## config.mk

```make
export PLATFORM = sky130hd
export DESIGN_NAME = bus_uart_tx
export DESIGN_NICKNAME = d
export VERILOG_FILES = /design/src/rtl/bus_uart_tx.sv
export SDC_FILE = /design/constraint.sdc
export NUM_CORES = 1
export LEC_CHECK = 0
export CORE_ASPECT_RATIO = 1.4
export CORE_MARGIN = 2
export CORE_UTILIZATION = 60
export CTS_CLUSTER_SIZE = 25
export DETAILED_ROUTE_END_ITERATION = 6
export DONT_BUFFER_PORTS = 1
export HOLD_SLACK_MARGIN = 0.15
export PLACE_DENSITY = 0.76
export SETUP_SLACK_MARGIN = 0.02
export SYNTH_ARGS = -nofsm -noshare
export SYNTH_HDL_FRONTEND = slang
export SYNTH_SLANG_ARGS = --single-unit
```

## constraint.sdc

```tcl
create_clock -name clk -period 7.6 [get_ports clk]
set_clock_uncertainty 0.05 [all_clocks]
set_input_delay 0.76 -clock clk [delete_from_list [all_inputs] [get_ports clk]]
set_output_delay 0.76 -clock clk [all_outputs]
set_load 0.1 [all_outputs]
```

## src/rtl/bus_uart_tx.sv

```systemverilog
// bus_uart_tx: memory-mapped, FIFO-buffered serial transmitter (8N1).
// Registers: +0x0 TXDATA, +0x4 STATUS, +0x8 CTRL, +0xC BAUDDIV.
// Optional build macro UART_TX_PARITY_EN adds a parity bit (even/odd via CTRL[2]).
module bus_uart_tx #(
  parameter logic [31:0] BASE_ADDR    = 32'h40000030,
  parameter int unsigned FIFO_DEPTH   = 8,
  parameter logic [15:0] CLKS_PER_BIT = 16'd5208
) (
  input  logic        clk,
  input  logic        reset,
  input  logic        MemRd,
  input  logic        MemWr,
  input  logic [31:0] Addr,
  input  logic [31:0] WData,
  output logic [31:0] RData,
  output logic        tx,
  output logic        IRQ
);

  localparam int unsigned PW = $clog2(FIFO_DEPTH);
  localparam int unsigned CW = PW + 1;

  typedef enum logic [2:0] {
    S_IDLE,
    S_START,
    S_DATA,
    S_PARITY,
    S_STOP
  } state_e;

  // ---------------- address decode ----------------
  logic [29:0] word_off;
  logic        hit;
  logic [1:0]  reg_sel;
  logic        wr_txdata, wr_status, wr_ctrl, wr_baud;

  assign word_off  = Addr[31:2] - BASE_ADDR[31:2];
  assign hit       = (word_off[29:2] == '0);
  assign reg_sel   = word_off[1:0];
  assign wr_txdata = MemWr && hit && (reg_sel == 2'd0);
  assign wr_status = MemWr && hit && (reg_sel == 2'd1);
  assign wr_ctrl   = MemWr && hit && (reg_sel == 2'd2);
  assign wr_baud   = MemWr && hit && (reg_sel == 2'd3);

  // ---------------- configuration registers ----------------
  logic        tx_en_q, irq_en_q, par_odd;
  logic [15:0] bauddiv_q;
  logic        ovf_q, ovf_d;
  logic        irq_pend_q, irq_pend_d;
  logic        irq_q;

`ifdef UART_TX_PARITY_EN
  logic par_odd_q;
  logic unused_wdata;
  assign unused_wdata = ^{WData[31:16], Addr[1:0]};
  assign par_odd      = par_odd_q;

  // CTRL parity-select bit, only stored when parity support is built in
  always_ff @(posedge clk or negedge reset) begin
    if (!reset)       par_odd_q <= 1'b0;
    else if (wr_ctrl) par_odd_q <= WData[2];
  end
`else
  logic unused_wdata;
  assign unused_wdata = ^{WData[31:16], WData[2], Addr[1:0]};
  assign par_odd      = 1'b0;
`endif

  // CTRL enables and BAUDDIV (divisors below 2 are clamped to 2)
  always_ff @(posedge clk or negedge reset) begin
    if (!reset) begin
      tx_en_q   <= 1'b0;
      irq_en_q  <= 1'b0;
      bauddiv_q <= CLKS_PER_BIT;
    end else begin
      if (wr_ctrl) begin
        tx_en_q  <= WData[0];
        irq_en_q <= WData[1];
      end
      if (wr_baud) bauddiv_q <= (WData[15:0] < 16'd2) ? 16'd2 : WData[15:0];
    end
  end

  // ---------------- TX FIFO ----------------
  logic [7:0]    mem_q [FIFO_DEPTH];
  logic [PW-1:0] wptr_q, rptr_q;
  logic [CW-1:0] count_q, count_d;
  logic          empty, full, push, pop;

  assign empty = (count_q == '0);
  assign full  = (count_q == CW'(FIFO_DEPTH));
  assign push  = wr_txdata && !full;

  // FIFO storage write port
  always_ff @(posedge clk) begin
    if (push) mem_q[wptr_q] <= WData[7:0];
  end

  // FIFO occupancy: simultaneous push and pop leaves the count unchanged
  always_comb begin
    count_d = count_q;
    case ({push, pop})
      2'b10:   count_d = count_q + CW'(1);
      2'b01:   count_d = count_q - CW'(1);
      default: count_d = count_q;
    endcase
  end

  // FIFO pointers and count
  always_ff @(posedge clk or negedge reset) begin
    if (!reset) begin
      wptr_q  <= '0;
      rptr_q  <= '0;
      count_q <= '0;
    end else begin
      if (push) wptr_q <= wptr_q + PW'(1);
      if (pop)  rptr_q <= rptr_q + PW'(1);
      count_q <= count_d;
    end
  end

  // ---------------- transmitter FSM ----------------
  state_e      state_q, state_d;
  logic [15:0] cnt_q, div_q;
  logic [7:0]  sh_q;
  logic [2:0]  idx_q;
  logic        par_q;
  logic        tx_q, tx_d;
  logic        bit_end, irq_set, busy;

  assign bit_end = (cnt_q == div_q - 16'd1);
  assign busy    = (state_q != S_IDLE);

  // FSM state register
  always_ff @(posedge clk or negedge reset) begin
    if (!reset) state_q <= S_IDLE;
    else        state_q <= state_d;
  end

  // FSM next-state logic
  always_comb begin
    state_d = state_q;
    case (state_q)
      S_IDLE:   if (tx_en_q && !empty) state_d = S_START;
      S_START:  if (bit_end) state_d = S_DATA;
      S_DATA:   if (bit_end && (idx_q == 3'd7)) begin
`ifdef UART_TX_PARITY_EN
                  state_d = S_PARITY;
`else
                  state_d = S_STOP;
`endif
                end
      S_PARITY: if (bit_end) state_d = S_STOP;
      S_STOP:   if (bit_end) state_d = (tx_en_q && !empty) ? S_START : S_IDLE;
      default:  state_d = S_IDLE;
    endcase
  end

  // FSM outputs: FIFO pop, next line level, drain interrupt
  always_comb begin
    pop     = 1'b0;
    irq_set = 1'b0;
    tx_d    = tx_q;
    case (state_q)
      S_IDLE: begin
        tx_d = 1'b1;
        if (tx_en_q && !empty) begin
          pop  = 1'b1;
          tx_d = 1'b0;
        end
      end
      S_START: if (bit_end) tx_d = sh_q[0];
      S_DATA: if (bit_end) begin
        if (idx_q == 3'd7) begin
`ifdef UART_TX_PARITY_EN
          tx_d = par_q ^ par_odd;
`else
          tx_d = 1'b1;
`endif
        end else begin
          tx_d = sh_q[1];
        end
      end
      S_PARITY: if (bit_end) tx_d = 1'b1;
      S_STOP: if (bit_end) begin
        if (tx_en_q && !empty) begin
          pop  = 1'b1;
          tx_d = 1'b0;
        end else begin
          tx_d    = 1'b1;
          irq_set = empty;
        end
      end
      default: tx_d = 1'b1;
    endcase
  end

  // Bit timing and shift datapath; the divisor is re-latched at every bit boundary
  always_ff @(posedge clk or negedge reset) begin
    if (!reset) begin
      cnt_q <= '0;
      div_q <= CLKS_PER_BIT;
      sh_q  <= '0;
      idx_q <= '0;
      par_q <= 1'b0;
      tx_q  <= 1'b1;
    end else begin
      tx_q <= tx_d;
      if (pop) begin
        sh_q  <= mem_q[rptr_q];
        par_q <= ^mem_q[rptr_q];
        idx_q <= '0;
        cnt_q <= '0;
        div_q <= bauddiv_q;
      end else if (busy) begin
        if (bit_end) begin
          cnt_q <= '0;
          div_q <= bauddiv_q;
          if (state_q == S_DATA) begin
            idx_q <= idx_q + 3'd1;
            sh_q  <= sh_q >> 1;
          end
        end else begin
          cnt_q <= cnt_q + 16'd1;
        end
      end
    end
  end

  // ---------------- status and interrupt ----------------
  always_comb begin
    ovf_d = ovf_q;
    if (wr_txdata && full)         ovf_d = 1'b1;
    else if (wr_status && WData[4]) ovf_d = 1'b0;
    irq_pend_d = irq_pend_q;
    if (irq_set)                   irq_pend_d = 1'b1;
    else if (wr_status && WData[3]) irq_pend_d = 1'b0;
  end

  // Sticky status flags and registered interrupt line
  always_ff @(posedge clk or negedge reset) begin
    if (!reset) begin
      ovf_q      <= 1'b0;
      irq_pend_q <= 1'b0;
      irq_q      <= 1'b0;
    end else begin
      ovf_q      <= ovf_d;
      irq_pend_q <= irq_pend_d;
      irq_q      <= irq_pend_q & irq_en_q;
    end
  end

  // Read mux; zero whenever not selected so it can be OR-merged onto the bus
  always_comb begin
    RData = '0;
    if (MemRd && hit) begin
      case (reg_sel)
        2'd1:    RData = {27'b0, ovf_q, irq_pend_q, busy, full, empty};
        2'd2:    RData = {29'b0, par_odd, irq_en_q, tx_en_q};
        2'd3:    RData = {16'b0, bauddiv_q};
        default: RData = '0;
      endcase
    end
  end

  assign tx  = tx_q;
  assign IRQ = irq_q;

endmodule

```

==> impl_metrics.env <==
export IMPL_status="finished, final reports clean"
export IMPL_vias=4392
export IMPL_grt_setup_unrepaired="false"
export IMPL_clock_latency_ns=0.42
export IMPL_grt_overflow=0
export IMPL_row_count=46
export IMPL_die_w_um=95.19
export IMPL_dp_hpwl_mm=9.845
export IMPL_synth_seq_cells=142
export IMPL_syn_area_per_cell_um2=12.63
export IMPL_drive_gt1_share_pct=20.93
export IMPL_final_nets=623
export IMPL_p_per_area_nw_per_um2=216.9
export IMPL_htreeDepth=4
export IMPL_cts_sinks=142
export IMPL_fill_cells=798
export IMPL_cts_tree="yes"
export IMPL_synth_area_leaders="edfxtp_1, dfrtp_1, mux2_2"
export IMPL_cp_end_kind="flip-flop"
export IMPL_drv_slew=0
export IMPL_fmax_mhz=196.6
export IMPL_diodes=0
export IMPL_first_pass_iters=4
export IMPL_critPathArrivalTime_ns=5.34
export IMPL_setup_viol=0
export IMPL_worst_slew_pin_slew_ns=1.319
export IMPL_grt_pass1_wl_mm=23.01
export IMPL_wl_per_cell_um=20.24
export IMPL_ant_nets=0
export IMPL_crit_fanout=22
export IMPL_hold_class="in2async"
export IMPL_worstPathRequired_ns=7.86
export IMPL_whs_ns=0.1882
export IMPL_ys_seq_area_share_pct=55.65
export IMPL_seq_area_um2=3887
export IMPL_drc=0
export IMPL_rr_worst_depth=14
export IMPL_multiInputGateArea_um2=2877
export IMPL_gp_congestion=0.9214
export IMPL_synthArstFlopShare_pct=54.93
export IMPL_place_area_um2=7000
export IMPL_post_cts_resized=0
export IMPL_viasPerCell=6.248
export IMPL_dp_worst_setup_slack_ns=2.654
export IMPL_startpoint_type="flip-flop"
export IMPL_ys_types=63
export IMPL_clk_transition_reported_paths_ns=0.07
export IMPL_antenna_found_initial=0
export IMPL_critPathKind="reg2reg"
export IMPL_setup_ws_ns=2.514
export IMPL_synth_area_leader_cell="edfxtp_1"
export IMPL_synth_edf_count=64
export IMPL_ys_warn_count=0
export IMPL_grt_pass1_vias=4591
export IMPL_synth_top_cells_by_count="dfrtp_1, edfxtp_1, nor2_1"
export IMPL_vdd_drop_max_uv=295.2
export IMPL_fin_setup_tns_ns=0
export IMPL_syn_inst=553
export IMPL_ios=102
export IMPL_worst_slew_margin_rel_pct=11.38
export IMPL_synth_top_area_share_pct=27.51
export IMPL_die_y_um=131.7
export IMPL_cts_root_buffer="clkbuf_16"
export IMPL_grt_max_degree=79
export IMPL_first_iter_violations=166
export IMPL_cts_buffer_depth=2
export IMPL_wl_mm=14.23
export IMPL_grtUsageTotal_pct=24.33
export IMPL_finalInstanceArea_um2=7601
export IMPL_period_needed_ns=5.086
export IMPL_post_synth_top_count_cell="dfrtp_1"
export IMPL_port_buffers=0
export IMPL_die_area_um2=12530
export IMPL_p_leak_nw=3.023
export IMPL_hold_viol=0
export IMPL_max_cap_violations=0
export IMPL_syn_to_final_growth_pct=8.812
export IMPL_fin_crit_sh_pct=66.92
export IMPL_synth_ff_type="dfrtp_1"
export IMPL_cts_inserted_buffers=17
export IMPL_core_area_um2=11340
export IMPL_start_util_pct=61.61
export IMPL_netlist_area_um2=6985
[layer usage]
layer	wire length (um)	global-route usage (%)	up-vias
met5	0	0	-
met4	357	8.937	0
met3	691	5.505	26
met2	7509	40.92	144
met1	5674	30.33	2192
li1	-	-	2030
[power breakdown]
group / total [W] / leakage, nW / internal (W) / switching [W]
logic: 0.0000481 / 1.12 / 0.00000403 / 0.0000441
clock network: 0.000797 / 0.284 / 0.000436 / 0.000361
registers: 0.000804 / 1.62 / 0.000804 / 0.00000000000596
[stage by stage]
step	instances	util [%]	total power, W
6_report	703	67.04	0.001648
5_1_grt	703	67.04	0.001691
4_1_cts	703	67.04	0.001657
3_5_place_dp	670	61.74	0.0008574
3_3_place_gp	670	61.74	0.0008572
2_1_floorplan	568	-	0.0008643
[registers in the layout (all words and copies together), names as in the netlist]
name and flops:
tx_en_q 1, sh_q 8, cnt_q 16, irq_en_q 1, rptr_q 3, bauddiv_q 16
count_q 4, div_q 16, ovf_q 1, wptr_q 3, IRQ 1, mem_q 64
state_q 3, tx 1, irq_pend_q 1, idx_q 3
[critical path, cell delays in order (launching register included)]
cell	delay (ns)
dfrtp_1	0.45
inv_1	0.09
ha_1	0.22
or3b_2	0.53
o31a_1	0.29
o311ai_0	0.88
nand3_2	0.57
a21oi_1	0.73
ha_1	0.37
xor2_1	0.10
ha_1	0.19
a21oi_1	0.14
xor2_1	0.17
nor2_1	0.06
xor2_1	0.14
[cell type report]
| type | count | share of cell area [%] |
|---|---|---|
| clock buffers | 17 | 5.597 |
| clock inverters | 15 | 1.942 |
| inverters | 9 | 0.4444 |
| multi-input cells | 372 | 37.84 |
| flip-flops and latches | 142 | 51.14 |
| well taps | 144 | 2.370 |
| repair buffers | 4 | 0.6584 |
[repair_timing]
action | in CTS | in global routing
hold buffers | 1 | 0
hold endpoints to repair | 78 | 0
setup buffers | 0 | 0
[cell usage in the layout, fill, tap and decap left out, drive strengths merged, types with 4 or more instances in the layout]
master / n
a211oi: 11
a21oi: 13
a221o: 8
and2: 14
and3: 6
buf: 4
clkbuf: 17
clkinv: 5
conb: 16
dfrtp: 67
dfstp: 11
edfxtp: 64
ha: 9
inv: 19
mux2: 39
mux2i: 12
mux4: 16
nand2: 29
nand3: 13
nand4: 12
nor2: 45
nor3: 18
nor4: 16
o21ai: 10
or4: 5
xnor2: 15
xor2: 25
[final timing paths]
check / start / slack, ns / end
hold / removal: reset / 0.19 / cnt_q[14]$_DFFE_PN0P_
hold reg to reg: irq_pend_q$_DFFE_PN0P_ / 0.46 / irq_pend_q$_DFFE_PN0P_
min in group clk: WData[2] / 0.38 / mem_q[4][2]$_DFFE_PP_
setup reg to reg: div_q[0]$_DFFE_PN0P_ / 2.51 / count_q[2]$_DFFE_PN0P_
max in group asynchronous: reset / 6.98 / div_q[3]$_DFFE_PN1P_
setup / recovery: div_q[0]$_DFFE_PN0P_ / 2.51 / count_q[2]$_DFFE_PN0P_
[cell families after synthesis]
group / count (synthesis) / synth area share (%)
multiplexers: 67 / 13.17
adder cells (fa/ha/maj): 9 / 1.612
flip-flops: 142 / 55.65
AO/OA/AOI/OAI: 60 / 6.466
XOR/XNOR: 40 / 5.015
buffers and inverters: 54 / 4.209
AND/OR/NAND/NOR: 180 / 13.83
other: 1 / 0.05368
No activity file was read; power rests on OpenSTA's default activity.
